--- src/rtl/shot_controller_if.sv ---
// Shot handshake between the launcher controller and the trajectory calculator.
interface shot_controller_if;
    logic [4:0] x_pos;
    logic [4:0] rise;
    logic [4:0] run;
    logic       direction;
    logic       shoot;
    logic       result_valid;
    logic       hit;

    modport master (
        output x_pos, rise, run, direction, shoot,
        input  result_valid, hit
    );

    modport slave (
        input  x_pos, rise, run, direction, shoot,
        output result_valid, hit
    );
endinterface

--- src/rtl/shot_controller.sv ---
// Launcher game controller: aims, fires shots at the calculator, scores hits,
// tracks lives and draws new targets from a free-running 10-bit LFSR.
module shot_controller #(
    parameter int MAX_LIVES = 3,
    parameter int TIMEOUT   = 63
) (
    input  logic                  i_clk,
    input  logic                  i_rst,
    input  logic                  i_btn_left,
    input  logic                  i_btn_right,
    input  logic                  i_btn_fire,
    input  logic [4:0]            i_rise_sel,
    input  logic [4:0]            i_run_sel,
    input  logic                  i_dir_sel,
    shot_controller_if.master     calc,
    output logic [4:0]            o_target_x,
    output logic [4:0]            o_target_y,
    output logic [7:0]            o_score,
    output logic [2:0]            o_lives,
    output logic                  o_busy,
    output logic                  o_game_over
);

    localparam logic [2:0] LIVES_INIT   = 3'(MAX_LIVES);
    localparam logic [5:0] TIMEOUT_LAST = 6'(TIMEOUT - 1);

    typedef enum logic [2:0] {
        S_AIM   = 3'd0,
        S_FIRE  = 3'd1,
        S_WAIT  = 3'd2,
        S_SCORE = 3'd3,
        S_OVER  = 3'd4
    } state_t;

    function automatic logic [9:0] lfsr_step(input logic [9:0] v);
        return {v[8:0], v[9] ^ v[6]};
    endfunction

    state_t     r_state;
    state_t     w_next_state;
    logic [2:0] r_btn_prev;
    logic [4:0] r_x_pos;
    logic [4:0] r_rise;
    logic [4:0] r_run;
    logic       r_dir;
    logic       r_shoot;
    logic [4:0] r_target_x;
    logic [4:0] r_target_y;
    logic [7:0] r_score;
    logic [2:0] r_lives;
    logic       r_busy;
    logic       r_game_over;
    logic [9:0] r_lfsr;
    logic [5:0] r_wait_cnt;
    logic       r_shot_hit;

    logic       w_left_edge;
    logic       w_right_edge;
    logic       w_fire_edge;
    logic [4:0] w_x_next;
    logic [4:0] w_new_ty;
    logic       w_latch_shot;
    logic       w_load_target;
    logic       w_score_inc;
    logic       w_life_loss;
    logic       w_restart;

    assign w_left_edge  = i_btn_left  & ~r_btn_prev[0];
    assign w_right_edge = i_btn_right & ~r_btn_prev[1];
    assign w_fire_edge  = i_btn_fire  & ~r_btn_prev[2];
    // A zero row would put the target on the launcher line, so it is bumped to 1.
    assign w_new_ty     = (r_lfsr[9:5] == 5'd0) ? 5'd1 : r_lfsr[9:5];

    // Launcher position: moves only in AIM, saturating at both edges.
    always_comb begin
        w_x_next = r_x_pos;
        if (r_state == S_AIM && (w_left_edge ^ w_right_edge)) begin
            if (w_left_edge) begin
                if (r_x_pos != 5'd0) begin
                    w_x_next = r_x_pos - 5'd1;
                end else begin
                    w_x_next = r_x_pos;
                end
            end else begin
                if (r_x_pos != 5'd31) begin
                    w_x_next = r_x_pos + 5'd1;
                end else begin
                    w_x_next = r_x_pos;
                end
            end
        end else begin
            w_x_next = r_x_pos;
        end
    end

    // Next-state and datapath strobes.
    always_comb begin
        w_next_state  = r_state;
        w_latch_shot  = 1'b0;
        w_load_target = 1'b0;
        w_score_inc   = 1'b0;
        w_life_loss   = 1'b0;
        w_restart     = 1'b0;
        case (r_state)
            S_AIM: begin
                if (w_fire_edge && i_rise_sel != 5'd0) begin
                    w_latch_shot = 1'b1;
                    w_next_state = S_FIRE;
                end else begin
                    w_next_state = S_AIM;
                end
            end
            S_FIRE: begin
                w_next_state = S_WAIT;
            end
            S_WAIT: begin
                if (calc.result_valid || r_wait_cnt == TIMEOUT_LAST) begin
                    w_next_state = S_SCORE;
                end else begin
                    w_next_state = S_WAIT;
                end
            end
            S_SCORE: begin
                if (r_shot_hit) begin
                    w_score_inc   = 1'b1;
                    w_load_target = 1'b1;
                    w_next_state  = S_AIM;
                end else begin
                    w_life_loss = 1'b1;
                    if (r_lives <= 3'd1) begin
                        w_next_state = S_OVER;
                    end else begin
                        w_next_state = S_AIM;
                    end
                end
            end
            S_OVER: begin
                if (w_fire_edge) begin
                    w_restart     = 1'b1;
                    w_load_target = 1'b1;
                    w_next_state  = S_AIM;
                end else begin
                    w_next_state = S_OVER;
                end
            end
            default: begin
                w_next_state = S_AIM;
            end
        endcase
    end

    // State register.
    always_ff @(posedge i_clk) begin
        if (i_rst) begin
            r_state <= S_AIM;
        end else begin
            r_state <= w_next_state;
        end
    end

    // Datapath registers and registered status outputs.
    always_ff @(posedge i_clk) begin
        if (i_rst) begin
            r_btn_prev  <= 3'b000;
            r_lfsr      <= 10'h001;
            r_x_pos     <= 5'd16;
            r_rise      <= 5'd0;
            r_run       <= 5'd0;
            r_dir       <= 1'b0;
            r_shoot     <= 1'b0;
            r_target_x  <= 5'd20;
            r_target_y  <= 5'd10;
            r_score     <= 8'd0;
            r_lives     <= LIVES_INIT;
            r_busy      <= 1'b0;
            r_game_over <= 1'b0;
            r_wait_cnt  <= 6'd0;
            r_shot_hit  <= 1'b0;
        end else begin
            r_btn_prev <= {i_btn_fire, i_btn_right, i_btn_left};
            r_lfsr     <= lfsr_step(r_lfsr);
            r_x_pos    <= w_x_next;
            r_wait_cnt <= (r_state == S_WAIT) ? r_wait_cnt + 6'd1 : 6'd0;
            // Overwritten every WAIT cycle; on a timeout exit it holds 0.
            r_shot_hit <= (r_state == S_WAIT) ? (calc.result_valid & calc.hit) : r_shot_hit;
            if (w_latch_shot) begin
                r_rise <= i_rise_sel;
                r_run  <= i_run_sel;
                r_dir  <= i_dir_sel;
            end
            if (w_load_target) begin
                r_target_x <= r_lfsr[4:0];
                r_target_y <= w_new_ty;
            end
            if (w_restart) begin
                r_score <= 8'd0;
            end else if (w_score_inc && r_score != 8'hFF) begin
                r_score <= r_score + 8'd1;
            end
            if (w_restart) begin
                r_lives <= LIVES_INIT;
            end else if (w_life_loss) begin
                r_lives <= r_lives - 3'd1;
            end
            r_shoot     <= (w_next_state == S_FIRE);
            r_busy      <= (w_next_state == S_FIRE) || (w_next_state == S_WAIT) ||
                           (w_next_state == S_SCORE);
            r_game_over <= (w_next_state == S_OVER);
        end
    end

    assign calc.x_pos     = r_x_pos;
    assign calc.rise      = r_rise;
    assign calc.run       = r_run;
    assign calc.direction = r_dir;
    assign calc.shoot     = r_shoot;
    assign o_target_x     = r_target_x;
    assign o_target_y     = r_target_y;
    assign o_score        = r_score;
    assign o_lives        = r_lives;
    assign o_busy         = r_busy;
    assign o_game_over    = r_game_over;

endmodule

--- src/flat_wrapper.sv ---
// flat-port wrapper written by rule: the top's interface ports become plain ports
module shot_controller_flat 
#(
    parameter int MAX_LIVES = 3,
    parameter int TIMEOUT   = 63
)
  (i_clk, i_rst, i_btn_left, i_btn_right, i_btn_fire, i_rise_sel, i_run_sel, i_dir_sel, o_target_x, o_target_y, o_score, o_lives, o_busy, o_game_over, calc_x_pos, calc_rise, calc_run, calc_direction, calc_shoot, calc_result_valid, calc_hit);
  shot_controller_if calc_i ();
  input  logic i_clk;
  input  logic i_rst;
  input  logic i_btn_left;
  input  logic i_btn_right;
  input  logic i_btn_fire;
  input  logic [4:0] i_rise_sel;
  input  logic [4:0] i_run_sel;
  input  logic i_dir_sel;
  output logic [4:0] o_target_x;
  output logic [4:0] o_target_y;
  output logic [7:0] o_score;
  output logic [2:0] o_lives;
  output logic o_busy;
  output logic o_game_over;
  output wire logic [$bits(calc_i.x_pos)-1:0] calc_x_pos;
  output wire logic [$bits(calc_i.rise)-1:0] calc_rise;
  output wire logic [$bits(calc_i.run)-1:0] calc_run;
  output wire logic [$bits(calc_i.direction)-1:0] calc_direction;
  output wire logic [$bits(calc_i.shoot)-1:0] calc_shoot;
  input wire logic [$bits(calc_i.result_valid)-1:0] calc_result_valid;
  input wire logic [$bits(calc_i.hit)-1:0] calc_hit;
  assign calc_x_pos = calc_i.x_pos;
  assign calc_rise = calc_i.rise;
  assign calc_run = calc_i.run;
  assign calc_direction = calc_i.direction;
  assign calc_shoot = calc_i.shoot;
  assign calc_i.result_valid = calc_result_valid;
  assign calc_i.hit = calc_hit;
  shot_controller #(.MAX_LIVES(MAX_LIVES), .TIMEOUT(TIMEOUT)) u_core (.i_clk(i_clk), .i_rst(i_rst), .i_btn_left(i_btn_left), .i_btn_right(i_btn_right), .i_btn_fire(i_btn_fire), .i_rise_sel(i_rise_sel), .i_run_sel(i_run_sel), .i_dir_sel(i_dir_sel), .calc(calc_i), .o_target_x(o_target_x), .o_target_y(o_target_y), .o_score(o_score), .o_lives(o_lives), .o_busy(o_busy), .o_game_over(o_game_over));
endmodule
--- config.mk ---
export PLATFORM = sky130hd
export DESIGN_NAME = shot_controller_flat
export DESIGN_NICKNAME = d
export VERILOG_FILES = /design/src/rtl/shot_controller_if.sv /design/src/rtl/shot_controller.sv /design/src/flat_wrapper.sv
export SDC_FILE = /design/constraint.sdc
export NUM_CORES = 1
export LEC_CHECK = 0
export ABC_AREA = 1
export CORE_ASPECT_RATIO = 1.4
export CORE_MARGIN = 2
export CORE_UTILIZATION = 56
export CTS_BUF_LIST = sky130_fd_sc_hd__clkbuf_8
export CTS_CLUSTER_SIZE = 14
export DETAILED_ROUTE_END_ITERATION = 10
export PLACE_DENSITY_LB_ADDON = 0.2
export SYNTH_ARGS = -nofsm -noshare
export SYNTH_HDL_FRONTEND = slang
export SYNTH_SLANG_ARGS = --single-unit
--- constraint.sdc ---
create_clock -name i_clk -period 2.74 [get_ports i_clk]
set_input_delay 0.548 -clock i_clk [delete_from_list [all_inputs] [get_ports i_clk]]
set_output_delay 0.548 -clock i_clk [all_outputs]
set_load 0.01 [all_outputs]
==> results of run 1 <==
## registers in the layout (all words and copies together) (netlist names), 3 cells and up
signal,cells
u_core.r_lfsr,10
u_core.o_score,8
u_core.r_btn_prev,3
u_core.calc.run,5
u_core.r_wait_cnt,6
u_core.o_target_x,5
u_core.o_lives,3
u_core.r_state,3
u_core.o_target_y,5
u_core.calc.x_pos,5
u_core.calc.rise,5
## per-layer routing
| layer | up-vias | track usage, % |
|---|---|---|
| met3 | 9 | 5.906 |
| met2 | 48 | 45.36 |
| met4 | 0 | 12.53 |
| met1 | 1116 | 24.71 |
| met5 | - | 0 |
| li1 | 1241 | - |
## cell families (layout without fill, tap and decap cells)
family,Yosys count,after routing,synth area share (%)
flops,63,63,46.80
fa+ha+maj,8,8,3.992
buf+inv,52,121,7.799
compound gates,51,51,10.68
xor+xnor,8,8,2.600
simple gates,169,169,28.13
## cell usage in the layout, fill, tap and decap left out, drive strengths merged, types with 5 or more instances in the layout
cell           netlist  layout
nand3               18      18
dfxtp               63      63
a21oi               26      26
o21ai               18      18
xor2                 6       6
clkdlybuf4s50        0      57
inv                 45      45
o211ai               5       5
clkbuf               4       9
ha                   7       7
nor3                 6       6
nand2               76      76
nor2                63      63
## where the power goes
part           leakage, uW  switching [uW]  total [uW]  internal, uW
Combinational     0.000959             162         313           151
Clock             0.000105             372         885           513
Sequential        0.000514            39.0         998           959
Total              0.00158             573        2200          1620
## cell type report
cell class | instances | share of cell area [%]
Clock buffer | 9 | 3.497
Clock inverter | 7 | 2.755
Inverter | 46 | 4.875
Multi-Input combinational cell | 236 | 34.55
Sequential cell | 63 | 35.61
Tap cell | 62 | 2.190
Timing Repair Buffer | 59 | 16.53
## synthesized netlist by cell type, types with 2 or more instances
cell,number
a21oi_1,24
inv_2,2
nand4_1,2
clkbuf_1,4
nand3_1,18
ha_1,7
o211ai_1,5
buf_6,2
o21ai_0,12
nand2_1,69
nor3_1,5
nand2_4,3
nor2_4,4
nand2_2,4
nor2_1,58
o21ai_1,6
xor2_1,6
xnor2_1,2
inv_1,43
dfxtp_1,63
## through the flow
step | hold WS [ps] | setup slack (ps) | utilization [%] | std cells
floorplan | 402.8 | 1071 | - | 351
global placement | 417.8 | 528.6 | 72.63 | 466
detailed placement | 424.2 | 450.2 | 72.63 | 466
CTS | 437.4 | 753.8 | 77.48 | 482
global route | 457.3 | 601.9 | 77.48 | 482
finish | 439.9 | 765.5 | 77.48 | 482
## how the worst max path moves through the flow
stage	to	slack (ps)	cells past startpoint
after global placement	u_core.calc.x_pos[3]	530	10
after detailed placement	u_core.calc.x_pos[3]	450	10
final	calc_x_pos[0]	770	1
after floorplan	u_core.calc.x_pos[3]	1070	9
after global routing	u_core.calc.x_pos[3]	600	11
after CTS	calc_x_pos[0]	750	1
==> metrics.yaml, run 1 <==
run_status: "finished, final reports clean"
finalHoldViolCount: 0
drc_errors: 0
num_rows: 29
grt_pass1_vias: 2387
hold_path.class: "flip-flop to flip-flop"
num_antenna_cells: 0
wl_met3_um: 231
synth_edf_count: 0
async_flop_share_pct: 0
die_x_um: 62.63
netlist_area_um2: 2695
crit_chain: "clkdlybuf4s50_1"
maxCapViolCount: 0
ys.flop_type: "dfxtp_1"
yosys.area.top_type: "dfxtp_1"
fin_crit_ps: 1974
syn_inst: 351
crit_slowest_cell: "clkdlybuf4s50_1"
fmax_mhz: 506.5
critical_path.max_stage_delay_ps: 600
synth_fp_nets: 377
yosys-top-cells-area: "dfxtp_1 47%, nand2_1 9.6%, nor2_1 8.1%"
grt_use_total_pct: 24.20
rsz0062_at_grt: "no"
hold_buffers: 0
syn2layout_area_growth_pct: 31.43
ir_worst_vdd_v: 0.0004898
min_path_cells: 2
startpoint: "u_core.calc.x_pos[0]"
min_to: "u_core.r_lfsr[6]"
clockBufferDepth: 2
drv_slew: 0
wirelength_um: 5914
seq_area_um2: 1261
critPathMaxFanout: 7
hpwl_um: 4208
relSlewSlack_pct: 70.97
syn_avg_cell_area_um2: 7.678
layout-drive-gt1-share_pct: 8.571
num_vias: 2414
wl_met2_um: 3280
core_um2: 4572
post-route-period-util_pct: 72.06
met1_length_um: 2298
port_buffers: 57
crit_family: "buffers and inverters"
ff2ff_setup_slack_ps: 1130
regToRegEndpoint: "u_core.calc.x_pos[3]"
critPathRequiredTime_ps: 2190
r2r_start: "u_core.r_btn_prev[0]"
leakagePower_uw: 0.001578
die-height_um: 86.09
setup-violations-final: 0
max_slew.worst_pin.slew_ps: 434.9
startpoint_type: "flip-flop"
path_buf_inv: 1
post_cts_buffers: 0
ys_warn_count: 0
cp.arrival_ps: 1430
synth_top_cell_area_share_pct: 46.80
worstSetupPathType: "flip-flop to primary output"
cts-root-buf: "clkbuf_8"
path_clk_slew_ps: 80
start_util_pct: 58.95
dpl_cell_area_um2: 3321
grt_overflow: 0
finalSetupTns_ps: 0
avgViaCountPerCell: 5.008
nFillCells: 371
routed.top_layer: "met4"
power_density_nw_per_um2: 620.0
final_net_count: 441
multi_input_area_um2: 1224
antenna_found_initial: 0
reg2reg_depth: 10
first_pass_iters: 4
clock_sinks: 63
grt_max_degree: 23
ios: 58
drtIter0Drc: 154
cts_tree: "built"
postRouteAntennaNets: 0
grt_pass1_wl_um: 10230
skew_ps: 9.628
htreeDepth: 3
die_area_um2: 5392
ys_ff_latch: 63
yosysUniqueCellTypes: 32
min_from: "u_core.r_lfsr[5]"
cp-end-kind: "primary output"
cts_buffers: 9
yosysSeqAreaShare_pct: 46.80
cts-resized-gates: 0
place_congestion: 0.8090
wl_per_cell_um: 12.27
design_area_um2: 3542
clk_latency_ps: 340
total_power_uw: 2196
Note: power is estimated with default switching activity, not from simulation.
==> run 2: changes to the inputs <==
--- a/config.mk
+++ b/config.mk
@@ -8,7 +8,7 @@
 export ABC_AREA = 1
 export CORE_ASPECT_RATIO = 1.4
 export CORE_MARGIN = 2
-export CORE_UTILIZATION = 56
+export CORE_UTILIZATION = 47
 export CTS_BUF_LIST = sky130_fd_sc_hd__clkbuf_8
 export CTS_CLUSTER_SIZE = 14
 export DETAILED_ROUTE_END_ITERATION = 10
==> constraint.sdc (replaced) <==
create_clock -name i_clk -period 1.6 [get_ports i_clk]
set_input_delay 0.32 -clock i_clk [delete_from_list [all_inputs] [get_ports i_clk]]
set_output_delay 0.32 -clock i_clk [all_outputs]
set_load 0.01 [all_outputs]
==> run 2 against run 1 <==
Effect of this change: highest routed layer unchanged; die area up 18%; non-clock buffer count up 13; cell count is 3.9% higher; hold slack worse by 7.7 ps; critical path depth is 10 higher; setup slack got worse by 730 ps; count of clock-buffer cells in the layout up 1; sequential power grew 72%; largest power group unchanged; global-route usage shrank 4.1 points; combinational power is 83% higher; clock power grew 72%.
==> metrics.yaml, run 2 (same netlist as run 1, synthesis figures left out) <==
place_congestion: 0.7704  # was 0.8090
path_clk_slew_ps: 70  # was 80 ps
start_util_pct: 48.78  # was 58.95%
top_register: "u_core.r_lfsr"  # unchanged
setup-violations-final: 0  # unchanged
cpMostUsedCell: "nand3_1"
pwr-share-comb_pct: 15.0  # was 14.2%
skew_ps: 10.97  # was 9.628 ps
largest_reg_flops: 10  # unchanged
avgViaCountPerCell: 4.852  # was 5.008
r2r_start: "u_core.r_btn_prev[0]"  # unchanged
hpwl_um: 4068  # was 4208 um
run_status: "finished, final reports clean"  # unchanged
critical_path.max_stage_delay_ps: 420  # was 600 ps
min_from: "u_core.r_lfsr[3]"  # was u_core.r_lfsr[5]
wl_per_cell_um: 11.37  # was 12.27 um
die_x_um: 68  # was 62.63 um
reg2reg_depth: 11  # was 10
p_sw_uw: 964.6  # was 573.0 uW
critPathMaxFanout: 4  # was 7
ff2ff_setup_slack_ps: 110  # was 1130 ps
grt_use_total_pct: 20.15  # was 24.20%
clock_sinks: 63  # unchanged
switching_share_pct: 25.35  # was 26.09%
critPathRequiredTime_ps: 1820  # was 2190 ps
intPower_uw: 2840  # was 1623 uW
final_net_count: 454  # was 441
crit_family: "simple AND/OR/NAND/NOR gates"  # was buffers and inverters
num_vias: 2431  # was 2414
min_path_cells: 2  # unchanged
relSlewSlack_pct: 76.55  # was 70.97%
cts_buffers: 9  # unchanged
antenna_found_initial: 0  # unchanged
power_density_nw_per_um2: 1028  # was 620.0 nW/um^2
min_to: "u_core.r_lfsr[4]"  # was u_core.r_lfsr[6]
layout_commonest_cell: "nand2_1"  # unchanged
grt_pass1_wl_um: 9735  # was 10230 um
cts-root-buf: "clkbuf_8"  # unchanged
ir_worst_vdd_v: 0.0008730  # was 0.0004898 V
dp.cells: 485  # was 466
layout_common_cells: "69 x nand2_1, 58 x nor2_1, 56 x dfxtp_1, 43 x inv_1, 41 x clkdlybuf4s50_1"  # was 69 x nand2_1, 63 x dfxtp_1, 58 x nor2_1, 57 x clkdlybuf4s50_1, 43 x inv_1
cts_tree: "built"  # unchanged
worstSetupPathType: "input pin to flip-flop"  # was flip-flop to primary output
power_frac_clock_pct: 39.9  # was 40.3%
total_power_uw: 3805  # was 2196 uW
fin_crit_ps: 1563
regToRegEndpoint: "u_core.calc.x_pos[4]"  # was u_core.calc.x_pos[3]
drtIter0Drc: 58  # was 154
layout-drive-gt1-share_pct: 13.86  # was 8.571%
num_antenna_cells: 0  # unchanged
grt_pass1_vias: 2329  # was 2387
drc_errors: 0  # unchanged
grt_max_degree: 17  # was 23
layout.cells.non_filler: 501  # was 482
post_cts_buffers: 0  # unchanged
path_buf_inv: 3  # was 1
num_rows: 32  # was 29
crit_chain: "clkdlybuf4s50_1 > nand2_1 > inv_2 > ha_1 > nand3_1 > nand3_1 > inv_1 > nand2_1 > nand2_1 > nand3_1 > nand3_1"  # was clkdlybuf4s50_1
hold_path.class: "flip-flop to flip-flop"  # unchanged
core_um2: 5525  # was 4572 um^2
clk_latency_ps: 340  # about the same
max_slew.worst_pin.slew_ps: 350.9  # was 434.9 ps
die-height_um: 93.60  # was 86.09 um
grt_overflow: 0  # unchanged
cp-end-kind: "flip-flop"  # was primary output
clockBufferDepth: 2  # unchanged
rsz0062_at_grt: "yes"  # was no
ios: 58  # unchanged
drv_slew: 0  # unchanged
p_seq_share_pct: 45.1  # was 45.5%
first_pass_iters: 4  # unchanged
die_area_um2: 6365  # was 5392 um^2
port_buffers: 57  # unchanged
htreeDepth: 3  # unchanged
maxCapViolCount: 0  # unchanged
postRouteAntennaNets: 0  # unchanged
fmax_mhz: 639.8
syn2layout_area_growth_pct: 37.37  # was 31.43%
post-route-period-util_pct: 97.69
wirelength_um: 5695  # was 5914 um
crit_slowest_cell: "clkdlybuf4s50_1"  # unchanged
cp.arrival_ps: 1780  # was 1430 ps
startpoint_type: "input pin"  # was flip-flop
finalHoldViolCount: 0  # unchanged
leakagePower_uw: 0.001797  # was 0.001578 uW
run 2: how the worst max path moves through the flow:
stage / from / end / cells past startpoint
final: i_btn_left / u_core.calc.x_pos[4] / 11
after global routing: i_btn_left / u_core.calc.x_pos[4] / 11
after CTS: i_btn_left / u_core.calc.x_pos[4] / 11
after detailed placement: i_btn_left / u_core.calc.x_pos[3] / 10
after global placement: i_btn_left / u_core.calc.x_pos[3] / 10
after floorplan: u_core.r_btn_prev[0] / u_core.calc.x_pos[3] / 10
run 2: power by group through the flow:
stage | logic, uW | clock network (uW) | registers [uW]
3_3_place_gp | 546 | 0 | 1740
2_1_floorplan | 295 | 0 | 1760
5_1_grt | 645 | 1620 | 1730
3_5_place_dp | 562 | 0 | 1750
4_1_cts | 559 | 1540 | 1710
6_report | 572 | 1520 | 1720
run 2: cell type report:
type | count | area (um^2)
Sequential cell | 63 | 1270
Fill cell | 481 | 1823
Inverter | 46 | 176.4
Multi-Input combinational cell | 236 | 1242
Tap cell | 68 | 85.08
Timing Repair Buffer | 72 | 705.7
Clock inverter | 6 | 85.08
Clock buffer | 10 | 137.6
run 2: per-layer routing:
layer  track usage (%)  vias up  wire, um
met1             22.47     1108      2368
met5                 0        -         0
met2             34.95       45      2979
li1                  -     1263         -
met3             4.332       15       187
met4             10.00        0       160
run 2: through the flow:
step                      area [um^2]  util [%]  setup TNS [ps]  hold WS (ps)  setup WS [ps]
final                            3702     67.01               0         432.2          36.90
after global routing             3702     67.01          -53.41         456.7         -34.79
after CTS                        3660     66.24               0         436.8          1.738
after detailed placement         3438     62.23           -5107         412.9         -347.3
after global placement           3438     62.23           -4087         404.2         -293.8
after floorplan                  2695         -               0         402.8          155.0
run 2: what timing repair did:
item                                    CTS  global route
endpoints found under the setup margin   13            12
hold buffers                              0             0
gates resized for setup                  15            13
run 2: worst reg2reg max path, cell delays in order, from the launching register on:
cell and delay, ps:
dfxtp_1 310, inv_1 50, nand2_1 90, inv_2 80, ha_1 330, nand3_1 80, nand3_1 90, inv_1 60
nand2_1 70, nand2_1 70, nand3_1 80, nand3_1 70
